[src/rtl/pipe_ctrl_pkg.sv]
// Shared types and constants for the pipeline hazard/sequencing controller:
// forward-select encodings, controller FSM states, register-zero constant and
// small helpers used by the forwarding and counter logic.
package pipe_ctrl_pkg;

    // Operand source selected by the EXE-stage forwarding muxes.
    typedef enum logic [1:0] {
        FROM_REG          = 2'd0,
        FROM_EXMEM_ALUOUT = 2'd1,
        FROM_MEMWB_ALUOUT = 2'd2,
        FROM_MEMWB_DM     = 2'd3
    } fwd_sel_e;

    // Controller states: reset bring-up, normal running, post-load-use cycle.
    typedef enum logic [1:0] {
        S_RST = 2'd0,
        S_RUN = 2'd1,
        S_LU  = 2'd2
    } ctrl_state_e;

    // $zero is hardwired; it never produces a real dependence.
    localparam logic [4:0] GPR_ZERO = 5'd0;

    // A source depends on a producer only if it is actually read, is not $zero,
    // and the producer writes that same register.
    function automatic logic src_match(
        input logic       used,
        input logic [4:0] src,
        input logic       wen,
        input logic [4:0] dst
    );
        return used && (src != GPR_ZERO) && wen && (dst == src);
    endfunction

    // Saturating increment for the event counters.
    function automatic logic [31:0] sat_inc(input logic [31:0] v);
        return (v == 32'hFFFF_FFFF) ? v : v + 32'd1;
    endfunction

endpackage

[src/rtl/pipeline_hazard_ctrl_fwd_select_unit.sv]
// Per-operand dependence detection and forward-source priority select.
// Reports which pipeline producers (EXE/MEM/WB) the operand depends on and
// picks the nearest one that can actually be forwarded into EXE.
module fwd_select_unit
    import pipe_ctrl_pkg::*;
(
    input  logic       src_used,
    input  logic [4:0] src_addr,
    input  logic [4:0] exe_addr,
    input  logic       exe_wen,
    input  logic [4:0] mem_addr,
    input  logic       mem_wen,
    input  logic       mem_ren,
    input  logic [4:0] wb_addr,
    input  logic       wb_wen,
    output fwd_sel_e   sel,
    output logic       hit_exe,
    output logic       hit_mem,
    output logic       hit_wb
);

    assign hit_exe = src_match(src_used, src_addr, exe_wen, exe_addr);
    assign hit_mem = src_match(src_used, src_addr, mem_wen, mem_addr);
    assign hit_wb  = src_match(src_used, src_addr, wb_wen,  wb_addr);

    // Nearest producer wins: the EXE producer will sit in MEM next cycle, the
    // MEM producer will sit in WB (load data or ALU result).
    always_comb begin
        // NOTE: every always_comb output gets a default first so no path leaves it unassigned (no latch).
        sel = FROM_REG;
        if (hit_exe) begin
            sel = FROM_EXMEM_ALUOUT;
        end else if (hit_mem) begin
            sel = mem_ren ? FROM_MEMWB_DM : FROM_MEMWB_ALUOUT;
        end
    end

endmodule

[src/rtl/pipeline_hazard_ctrl.sv]
// Hazard and sequencing controller for the 5-stage MIPS datapath.
// Drives per-stage rst/en pairs (reset bring-up, load-use and branch-operand
// interlocks, wrong-path flush on a MEM-resolved jump/branch) and the
// registered EXE forward selects.
// Optional: define PIPE_PERF_CNT_EN to add saturating cycle/stall/flush counters.
module pipeline_hazard_ctrl
    import pipe_ctrl_pkg::*;
#(
    parameter int RST_HOLD_CYC = 2,
    parameter int FWD_W        = 2
) (
    input  logic             clk,
    input  logic             rst_n,
    input  logic [31:0]      inst_data_id,
    input  logic             rs_used_id,
    input  logic             rt_used_id,
    input  logic             is_branch_id,
    input  logic [4:0]       regw_addr_exe,
    input  logic             wb_wen_exe,
    input  logic             mem_ren_exe,
    input  logic [4:0]       regw_addr_mem,
    input  logic             wb_wen_mem,
    input  logic             mem_ren_mem,
    input  logic [4:0]       regw_addr_wb,
    input  logic             wb_wen_wb,
    input  logic             is_branch_mem,
    output logic             if_rst,
    output logic             if_en,
    output logic             id_rst,
    output logic             id_en,
    output logic             exe_rst,
    output logic             exe_en,
    output logic             mem_rst,
    output logic             mem_en,
    output logic             wb_rst,
    output logic             wb_en,
    output logic [FWD_W-1:0] exe_fwd_a_ctrl,
    output logic [FWD_W-1:0] exe_fwd_b_ctrl,
    output logic             stall_o
`ifdef PIPE_PERF_CNT_EN
    ,
    input  logic             perf_clr,
    output logic [31:0]      perf_cycles,
    output logic [31:0]      perf_stalls,
    output logic [31:0]      perf_flushes
`endif
);

    localparam logic [3:0] HOLD_LAST = 4'(RST_HOLD_CYC - 1);

    ctrl_state_e state, state_nxt;
    logic [3:0]  hold_cnt, hold_cnt_nxt;

    logic [4:0]  rs_addr, rt_addr;
    fwd_sel_e    sel_rs, sel_rt;
    logic        rs_hit_exe, rs_hit_mem, rs_hit_wb;
    logic        rt_hit_exe, rt_hit_mem, rt_hit_wb;
    logic        load_use, branch_hazard;
    logic [FWD_W-1:0] fwd_a_q, fwd_b_q;

    assign rs_addr = inst_data_id[25:21];
    assign rt_addr = inst_data_id[20:16];

    // Opcode/immediate fields are decoded elsewhere.
    logic unused_inst_bits;
    assign unused_inst_bits = ^{inst_data_id[31:26], inst_data_id[15:0]};

    fwd_select_unit u_fwd_rs (
        .src_used (rs_used_id),
        .src_addr (rs_addr),
        .exe_addr (regw_addr_exe),
        .exe_wen  (wb_wen_exe),
        .mem_addr (regw_addr_mem),
        .mem_wen  (wb_wen_mem),
        .mem_ren  (mem_ren_mem),
        .wb_addr  (regw_addr_wb),
        .wb_wen   (wb_wen_wb),
        .sel      (sel_rs),
        .hit_exe  (rs_hit_exe),
        .hit_mem  (rs_hit_mem),
        .hit_wb   (rs_hit_wb)
    );

    fwd_select_unit u_fwd_rt (
        .src_used (rt_used_id),
        .src_addr (rt_addr),
        .exe_addr (regw_addr_exe),
        .exe_wen  (wb_wen_exe),
        .mem_addr (regw_addr_mem),
        .mem_wen  (wb_wen_mem),
        .mem_ren  (mem_ren_mem),
        .wb_addr  (regw_addr_wb),
        .wb_wen   (wb_wen_wb),
        .sel      (sel_rt),
        .hit_exe  (rt_hit_exe),
        .hit_mem  (rt_hit_mem),
        .hit_wb   (rt_hit_wb)
    );

    // A load in EXE cannot forward its data until it reaches WB.
    assign load_use = mem_ren_exe && (rs_hit_exe || rt_hit_exe);

    // Branch compare and JR target read the register file directly, so any
    // in-flight producer of a used source must drain past WB first.
    assign branch_hazard = is_branch_id &&
                           (rs_hit_exe || rs_hit_mem || rs_hit_wb ||
                            rt_hit_exe || rt_hit_mem || rt_hit_wb);

    // State and bring-up counter register.
    always_ff @(posedge clk or negedge rst_n) begin
        if (!rst_n) begin
            state    <= S_RST;
            hold_cnt <= '0;
        end else begin
            // NOTE: sequential state uses non-blocking assignments so all registers update from pre-edge values.
            state    <= state_nxt;
            hold_cnt <= hold_cnt_nxt;
        end
    end

    // Next-state and stage-control decode.
    always_comb begin
        state_nxt    = state;
        hold_cnt_nxt = hold_cnt;
        if_rst  = 1'b1;  if_en  = 1'b0;
        id_rst  = 1'b1;  id_en  = 1'b0;
        exe_rst = 1'b1;  exe_en = 1'b0;
        mem_rst = 1'b1;  mem_en = 1'b0;
        wb_rst  = 1'b1;  wb_en  = 1'b0;
        stall_o = 1'b0;

        unique case (state)
            S_RST: begin
                // Counter reaches RST_HOLD_CYC on the same edge that enters S_RUN.
                hold_cnt_nxt = hold_cnt + 4'd1;
                if (hold_cnt == HOLD_LAST) begin
                    state_nxt = S_RUN;
                end
            end

            S_RUN, S_LU: begin
                if_rst  = 1'b0;  if_en  = 1'b1;
                id_rst  = 1'b0;  id_en  = 1'b1;
                exe_rst = 1'b0;  exe_en = 1'b1;
                mem_rst = 1'b0;  mem_en = 1'b1;
                wb_rst  = 1'b0;  wb_en  = 1'b1;
                state_nxt = S_RUN;

                if (is_branch_mem) begin
                    // Squash the three younger wrong-path instructions; the PC
                    // loads the target and the branch itself retires (JAL link).
                    id_rst  = 1'b1;
                    exe_rst = 1'b1;
                    mem_rst = 1'b1;
                end else if (load_use && (state == S_RUN)) begin
                    // One bubble: after it the load is in MEM and forwards from WB.
                    if_en     = 1'b0;
                    id_en     = 1'b0;
                    exe_rst   = 1'b1;
                    stall_o   = 1'b1;
                    state_nxt = S_LU;
                end else if (branch_hazard) begin
                    // Re-evaluated every cycle until the producer has left WB.
                    if_en   = 1'b0;
                    id_en   = 1'b0;
                    exe_rst = 1'b1;
                    stall_o = 1'b1;
                end
            end

            default: begin
                state_nxt = S_RST;
            end
        endcase
    end

    // Forward selects travel with the instruction into EXE.
    always_ff @(posedge clk or negedge rst_n) begin
        if (!rst_n) begin
            fwd_a_q <= FWD_W'(FROM_REG);
            fwd_b_q <= FWD_W'(FROM_REG);
        end else if (exe_rst) begin
            fwd_a_q <= FWD_W'(FROM_REG);
            fwd_b_q <= FWD_W'(FROM_REG);
        end else if (exe_en) begin
            fwd_a_q <= FWD_W'(sel_rs);
            fwd_b_q <= FWD_W'(sel_rt);
        end
    end

    assign exe_fwd_a_ctrl = fwd_a_q;
    assign exe_fwd_b_ctrl = fwd_b_q;

`ifdef PIPE_PERF_CNT_EN
    logic running;
    assign running = (state != S_RST);

    // Saturating event counters; clear has priority over counting.
    always_ff @(posedge clk or negedge rst_n) begin
        if (!rst_n) begin
            perf_cycles  <= '0;
            perf_stalls  <= '0;
            perf_flushes <= '0;
        end else if (perf_clr) begin
            perf_cycles  <= '0;
            perf_stalls  <= '0;
            perf_flushes <= '0;
        end else if (running) begin
            perf_cycles <= sat_inc(perf_cycles);
            if (stall_o) begin
                perf_stalls <= sat_inc(perf_stalls);
            end
            if (is_branch_mem) begin
                perf_flushes <= sat_inc(perf_flushes);
            end
        end
    end
`endif

endmodule
[config.mk]
export PLATFORM = sky130hd
export DESIGN_NAME = pipeline_hazard_ctrl
export DESIGN_NICKNAME = d
export VERILOG_FILES = /design/src/rtl/pipe_ctrl_pkg.sv /design/src/rtl/pipeline_hazard_ctrl_fwd_select_unit.sv /design/src/rtl/pipeline_hazard_ctrl.sv
export SDC_FILE = /design/constraint.sdc
export NUM_CORES = 1
export LEC_CHECK = 0
export BUFFER_PORTS_ARGS = -buffer_cell sky130_fd_sc_hd__buf_4
export CELL_PAD_IN_SITES_DETAIL_PLACEMENT = 0
export CELL_PAD_IN_SITES_GLOBAL_PLACEMENT = 1
export CORE_UTILIZATION = 27
export CTS_CLUSTER_SIZE = 10
export DETAILED_ROUTE_END_ITERATION = 6
export PLACE_DENSITY = 0.85
export SLEW_MARGIN = 15
export SYNTH_ARGS = -nofsm -noshare
export SYNTH_HDL_FRONTEND = slang
export SYNTH_SLANG_ARGS = --single-unit
[constraint.sdc]
create_clock -name clk -period 1.9 [get_ports clk]
set_input_delay 0.095 -clock clk [delete_from_list [all_inputs] [get_ports clk]]
set_output_delay 0.095 -clock clk [all_outputs]
set_load 0.05 [all_outputs]
# == Yosys cells after proc, flatten, opt, wreduce, memory -nomap -nowiden ==
# Index checks and enable logic that the tools add are counted.
# word_totals
word_cells,70
ff_bits,10
out_inout_bits,15
# classes
n_eq_ne,10
n_reduce_logical,28
n_mux,27
addsub,1
# op_table
cell,n
5-bit equality test,6
2-bit 2-to-1 mux,11
1-bit logical AND,17
1-bit 2-to-1 mux,15
5-bit nonzero test,2
1-bit logical OR,6
4-bit by 1-bit adder with 4-bit output (second input constant),1
4-bit by 1-bit equality test with 1-bit output (second input constant),1
2-bit one-hot mux with 2 select lines,1
2-bit by 1-bit equality test with 1-bit output (second input constant),1
2-bit equality test (second input constant),1
2-bit zero test,1
2-bit inequality test (second input constant),1
2-bit nonzero test,1
2-bit OR reduction,1

# == Depth between registers and ports, before layout ==
# depth
depth_word,15
depth_mapped,7
ltp_nobuf,6

# == By module ==
# Synthesis repeated with hierarchy kept, for this count alone.
# hier_totals
hier_cells,122
area_unflattened_um2,1042.2
# modules_own_cells
mod,instances,cells_per_inst,seq_area_each_um2,area_each_um2
pipeline_hazard_ctrl,1,56,250.2,571.8
fwd_select_unit,2,33,0.0,235.2

# == Worst setup path after synthesis ==
# OpenSTA, ideal clock, no wires.
# synth_timing
path_kind,reg-to-output
start,reg state[0]
end,out if_en
path_slack_ps,-856
arrival_ps,2661
required_ps,1805
stages_incl_launch_ff,6
n_path_buf,1
cell_sequence,dfrtp_1 > inv_1 > ha_1 > inv_1 > a21oi_1 > buf_4
# synth_between
elab_chain_len,5
elab_cells_between_ends,7
cone_classes,2 x eq/ne; 3 x mux; 2 x reduce/logical
# synth_rtl
item,line,rtl
start: declaration,pipeline_hazard_ctrl.sv:51,"ctrl_state_e state, state_nxt;"
start signal: assignment,pipeline_hazard_ctrl.sv:116,state <= state_nxt;
2-bit by 1-bit equality test with 1-bit output,--,
1-bit logical AND,pipeline_hazard_ctrl.sv:155,end else if (load_use && (state == S_RUN)) begin
1-bit 2-to-1 mux (2 in series),--,
1-bit 2-to-1 mux *,--,
end: declaration,pipeline_hazard_ctrl.sv:28,"output logic if_en,"
# Every way passes the cells marked *; elsewhere a longest branch is shown, timed or not.

# == Final worst setup path ==
# layout_timing
start,in inst_data_id[25]
end,out exe_rst
# layout_between
elab_chain_len,14
elab_cells_between_ends,24
cone_classes,3 x eq/ne; 4 x mux; 17 x reduce/logical
# layout_rtl
item,line,rtl
start: declaration,pipeline_hazard_ctrl.sv:14,"input logic [31:0] inst_data_id,"
5-bit nonzero test,pipe_ctrl_pkg.sv:32,return used && (src != GPR_ZERO) && wen && (dst == src);
1-bit logical AND (3 in series),pipe_ctrl_pkg.sv:32,
1-bit logical OR (3 in series),pipeline_hazard_ctrl.sv:106,(rs_hit_exe || rs_hit_mem || rs_hit_wb ||
1-bit logical OR (2 in series),pipeline_hazard_ctrl.sv:107,rt_hit_exe || rt_hit_mem || rt_hit_wb);
1-bit logical AND,pipeline_hazard_ctrl.sv:105,assign branch_hazard = is_branch_id &&
1-bit 2-to-1 mux,pipeline_hazard_ctrl.sv:162,end else if (branch_hazard) begin
1-bit 2-to-1 mux *,pipeline_hazard_ctrl.sv:155,
1-bit 2-to-1 mux *,pipeline_hazard_ctrl.sv:149,if (is_branch_mem) begin
1-bit 2-to-1 mux *,pipeline_hazard_ctrl.sv:132,unique case (state)
end: declaration,pipeline_hazard_ctrl.sv:31,"output logic exe_rst,"
# Marks and branches as above.

==> out/qor.yml <==
sta:
  finalSetupViolations: 1
  min_period_ps: 1920
  worst_pin_slew_ps: 323
  period_share_pct: 101
  timing_hold_violations_final: 0
  postLayoutSetupSlackWorst_ps: -23.9
  hold_slack_ps: 115
  rsz0062_at_grt: "true"
  relSlewSlack_pct: 78.3
  skew_ps: 5.62
  max_freq_mhz: 520
  slew_viol_final: 0
hold_path:
  hold_end: "exe_fwd_a_ctrl[1]$_DFFE_PN0P_"
  worstHoldStart: "is_branch_id"
  worstHoldPathType: "primary input to flip-flop"
  hold_path_depth: 4
drt:
  drt_iter0_markers: 11
  num_vias: 1003
  vias_per_cell: 4.54
  wl_per_cell_um: 12.3
  wirelength_um: 2720
  drcViolationCount: 0
  first_pass_iters: 4
  antenna_left: 0
synth:
  async_reset_ff_share_pct: 100
  netlist_instances: 107
  synthTopCellsByArea: "xnor2_1 (29%), dfrtp_1 (25%), ha_1 (6.4%)"
  synthMostInstantiatedCell: "xnor2_1"
  synth_top_flop_cell: "dfrtp_1"
  synth-edff-count: 0
  ys_types: 25
  yosysTopAreaCellShare_pct: 28.5
  yosys-top-cells-count: "xnor2_1 (32), dfrtp_1 (10), nand2_1 (10)"
  yosysWarnings: 0
  synth.yosys.seq_area_share_pct: 25.5
  avgSynthCellArea_sq_um: 9.18
  synth-seq-cells: 10
  synth_largest_area_cell: "xnor2_1"
  synth_nets: 170
  syn_area_sq_um: 982
power_and_ir_drop:
  ir_worst_vdd_mv: 0.337
  powerDensity_nw_per_um2: 892
  static-leakage-power_nw: 0.732
cts:
  cts_sinks: 10
  cts_buffer_depth: 2
  clk_latency_ps: 270
  htreeDepth: 1
  cts-root-buf: "clkbuf_4"
  cts_tree: "built"
  numCtsBuffers: 3
  clk_pin_slew_ps: 60
setup_path:
  timing.rr.end: "exe_fwd_a_ctrl[0]$_DFFE_PN0P_"
  end_kind: "output pin"
  cp_max_fo: 4
  start_kind: "primary input"
  slowest_delay_ps: 540
  crit_type: "primary input to output pin"
  crit_chain: "buf_8 -> or4_4 -> o21ai_4 -> nor3_4 -> nor4_4 -> a22oi_2 -> or2_1 -> buf_6"
  cp.arrival_ps: 1830
  critPathTopFamily: "simple AND/OR/NAND/NOR gates"
  worstReg2RegStart: "state[1]$_DFFE_PN0P_"
  cp_slowest_cell: "or4_4"
  crit_buf_inv: 2
  r2r_slack_ps: 380
  crit_required_ps: 1800
  ff2ff_path_depth: 7
place:
  port_buffers: 50
  dp_hpwl_um: 2310
  place_congestion: 0.840
  post-place-ws_ps: -84.0
floorplan:
  die_x_um: 62.3
  die_h_um: 62.3
  floorplan.die_area_sq_um: 3880
  boundaryPins: 73
  num_rows: 21
  initial_utilization_pct: 28.8
  core-area_sq_um: 3420
layout:
  nets: 239
  final_util_pct: 49.2
  drive_above_1_share_pct: 52.0
  area_growth_pct: 71.1
  diodes: 0
run:
  max_cap_viol_count: 0
global_route:
  track_usage_pct: 14.8
  use_met1_pct: 16.0
  gr-max-usage-layer: "met2"
  grt_pass1_vias: 1083
  overflow: 0
  antenna_found_initial: 0
  grtUsageMet2_pct: 28.7
  grt_use_met3_pct: 2.39
  grt_max_degree: 11
  grt_pass1_wl_um: 4630
run_status:
  status: "finished with violations"
  violations: "setup timing"
-- through the flow --
| step | total power, W | std cells | cell area, sq um | TNS, ps |
|---|---|---|---|---|
| floorplan | 0.00104 | 107 | 1030 | -86.8 |
| global placement | 0.00125 | 211 | 1520 | -92.9 |
| detailed placement | 0.00128 | 211 | 1520 | -282 |
| CTS | 0.00151 | 220 | 1660 | -70.6 |
| global route | 0.00159 | 221 | 1680 | -144 |
| finish | 0.00150 | 221 | 1680 | -23.9 |
-- layer usage --
layer / part of all wire [%] / routed length [um] / vias up
li1: - / - / 500
met1: 39 / 1060 / 458
met2: 54 / 1470 / 41
met3: 5.9 / 160 / 4
met4: 1.2 / 33 / 0
met5: 0 / 0 / -
-- worst register-to-register path: cells and delay by family (launching register included) --
kind / cells / cell delay [ps]
AOI/OAI and AO/OA: 2 / 420
DFF: 1 / 410
buffers and inverters: 3 / 370
adders and majority gates: 1 / 160
and+or+nand+nor: 1 / 50
-- sequential cells by signal, summed over array words and instances (netlist names) --
signal          cells
hold_cnt            4
state               2
exe_fwd_b_ctrl      2
exe_fwd_a_ctrl      2
-- cell families (layout without fill, tap and decap cells) --
family | Yosys count | in the layout | synth area share (%)
AND/OR/NAND/NOR | 36 | 36 | 22.7
buffers and inverters | 11 | 79 | 6.11
AO/OA/AOI/OAI | 11 | 11 | 8.92
flip-flops | 10 | 10 | 25.5
adder cells (fa/ha/maj) | 5 | 5 | 6.37
XOR/XNOR | 33 | 33 | 29.4
multiplexers | 1 | 1 | 1.02
-- placed cells by master, fill, tap and decap left out, drive strengths merged --
| cell type | netlist | layout |
|---|---|---|
| xnor2 | 32 | 32 |
| a21boi | 1 | 1 |
| buf | 5 | 68 |
| or2 | 1 | 1 |
| a22oi | 1 | 1 |
| ha | 5 | 5 |
| nor4 | 1 | 1 |
| o211ai | 1 | 1 |
| nor3b | 1 | 1 |
| inv | 6 | 5 |
| a21oi | 4 | 4 |
| o21ai | 2 | 2 |
| nand4 | 7 | 7 |
| nand2 | 10 | 10 |
| nor2 | 3 | 3 |
| xor2 | 1 | 1 |
| mux2i | 1 | 1 |
| nor2b | 1 | 1 |
| clkinvlp | 0 | 1 |
| dfrtp | 10 | 10 |
| clkbuf | 0 | 4 |
| nor4b | 2 | 2 |
| o41ai | 2 | 2 |
| nor3 | 8 | 8 |
| or4 | 2 | 2 |
| dlygate4sd3 | 0 | 1 |
-- where the power goes --
group | total [W] | switching (W) | internal [W]
Sequential | 0.000323 | 0.0000521 | 0.000271
Combinational | 0.000984 | 0.000591 | 0.000393
Clock | 0.000192 | 0.0000754 | 0.000116
Total | 0.00150 | 0.000719 | 0.000780
-- how the worst max path moves through the flow --
| stage | start | end | slack [ps] | cells after the start |
|---|---|---|---|---|
| after floorplan | inst_data_id[16] | if_en | -90 | 7 |
| after global placement | inst_data_id[25] | exe_rst | -60 | 8 |
| after detailed placement | inst_data_id[25] | exe_rst | -80 | 8 |
| after CTS | inst_data_id[18] | exe_rst | -40 | 8 |
| after global routing | inst_data_id[25] | exe_rst | -70 | 8 |
| final | inst_data_id[25] | exe_rst | -20 | 8 |
-- cell type report --
type	instances	area [sq um]
fillers	330	1740
multi-input cells	86	756
repair buffers	69	554
flip-flops and latches	10	250
well taps	46	57.6
clock buffers	4	36.3
inverters	6	26.3
-- repair_timing --
action,CTS,global route
pin swaps,7,5
hold endpoints to repair,10,0
hold buffers,1,0
gates resized for setup,13,4
setup endpoints to repair,4,5
setup buffers,4,1
Power figures use the tool's default switching activity.
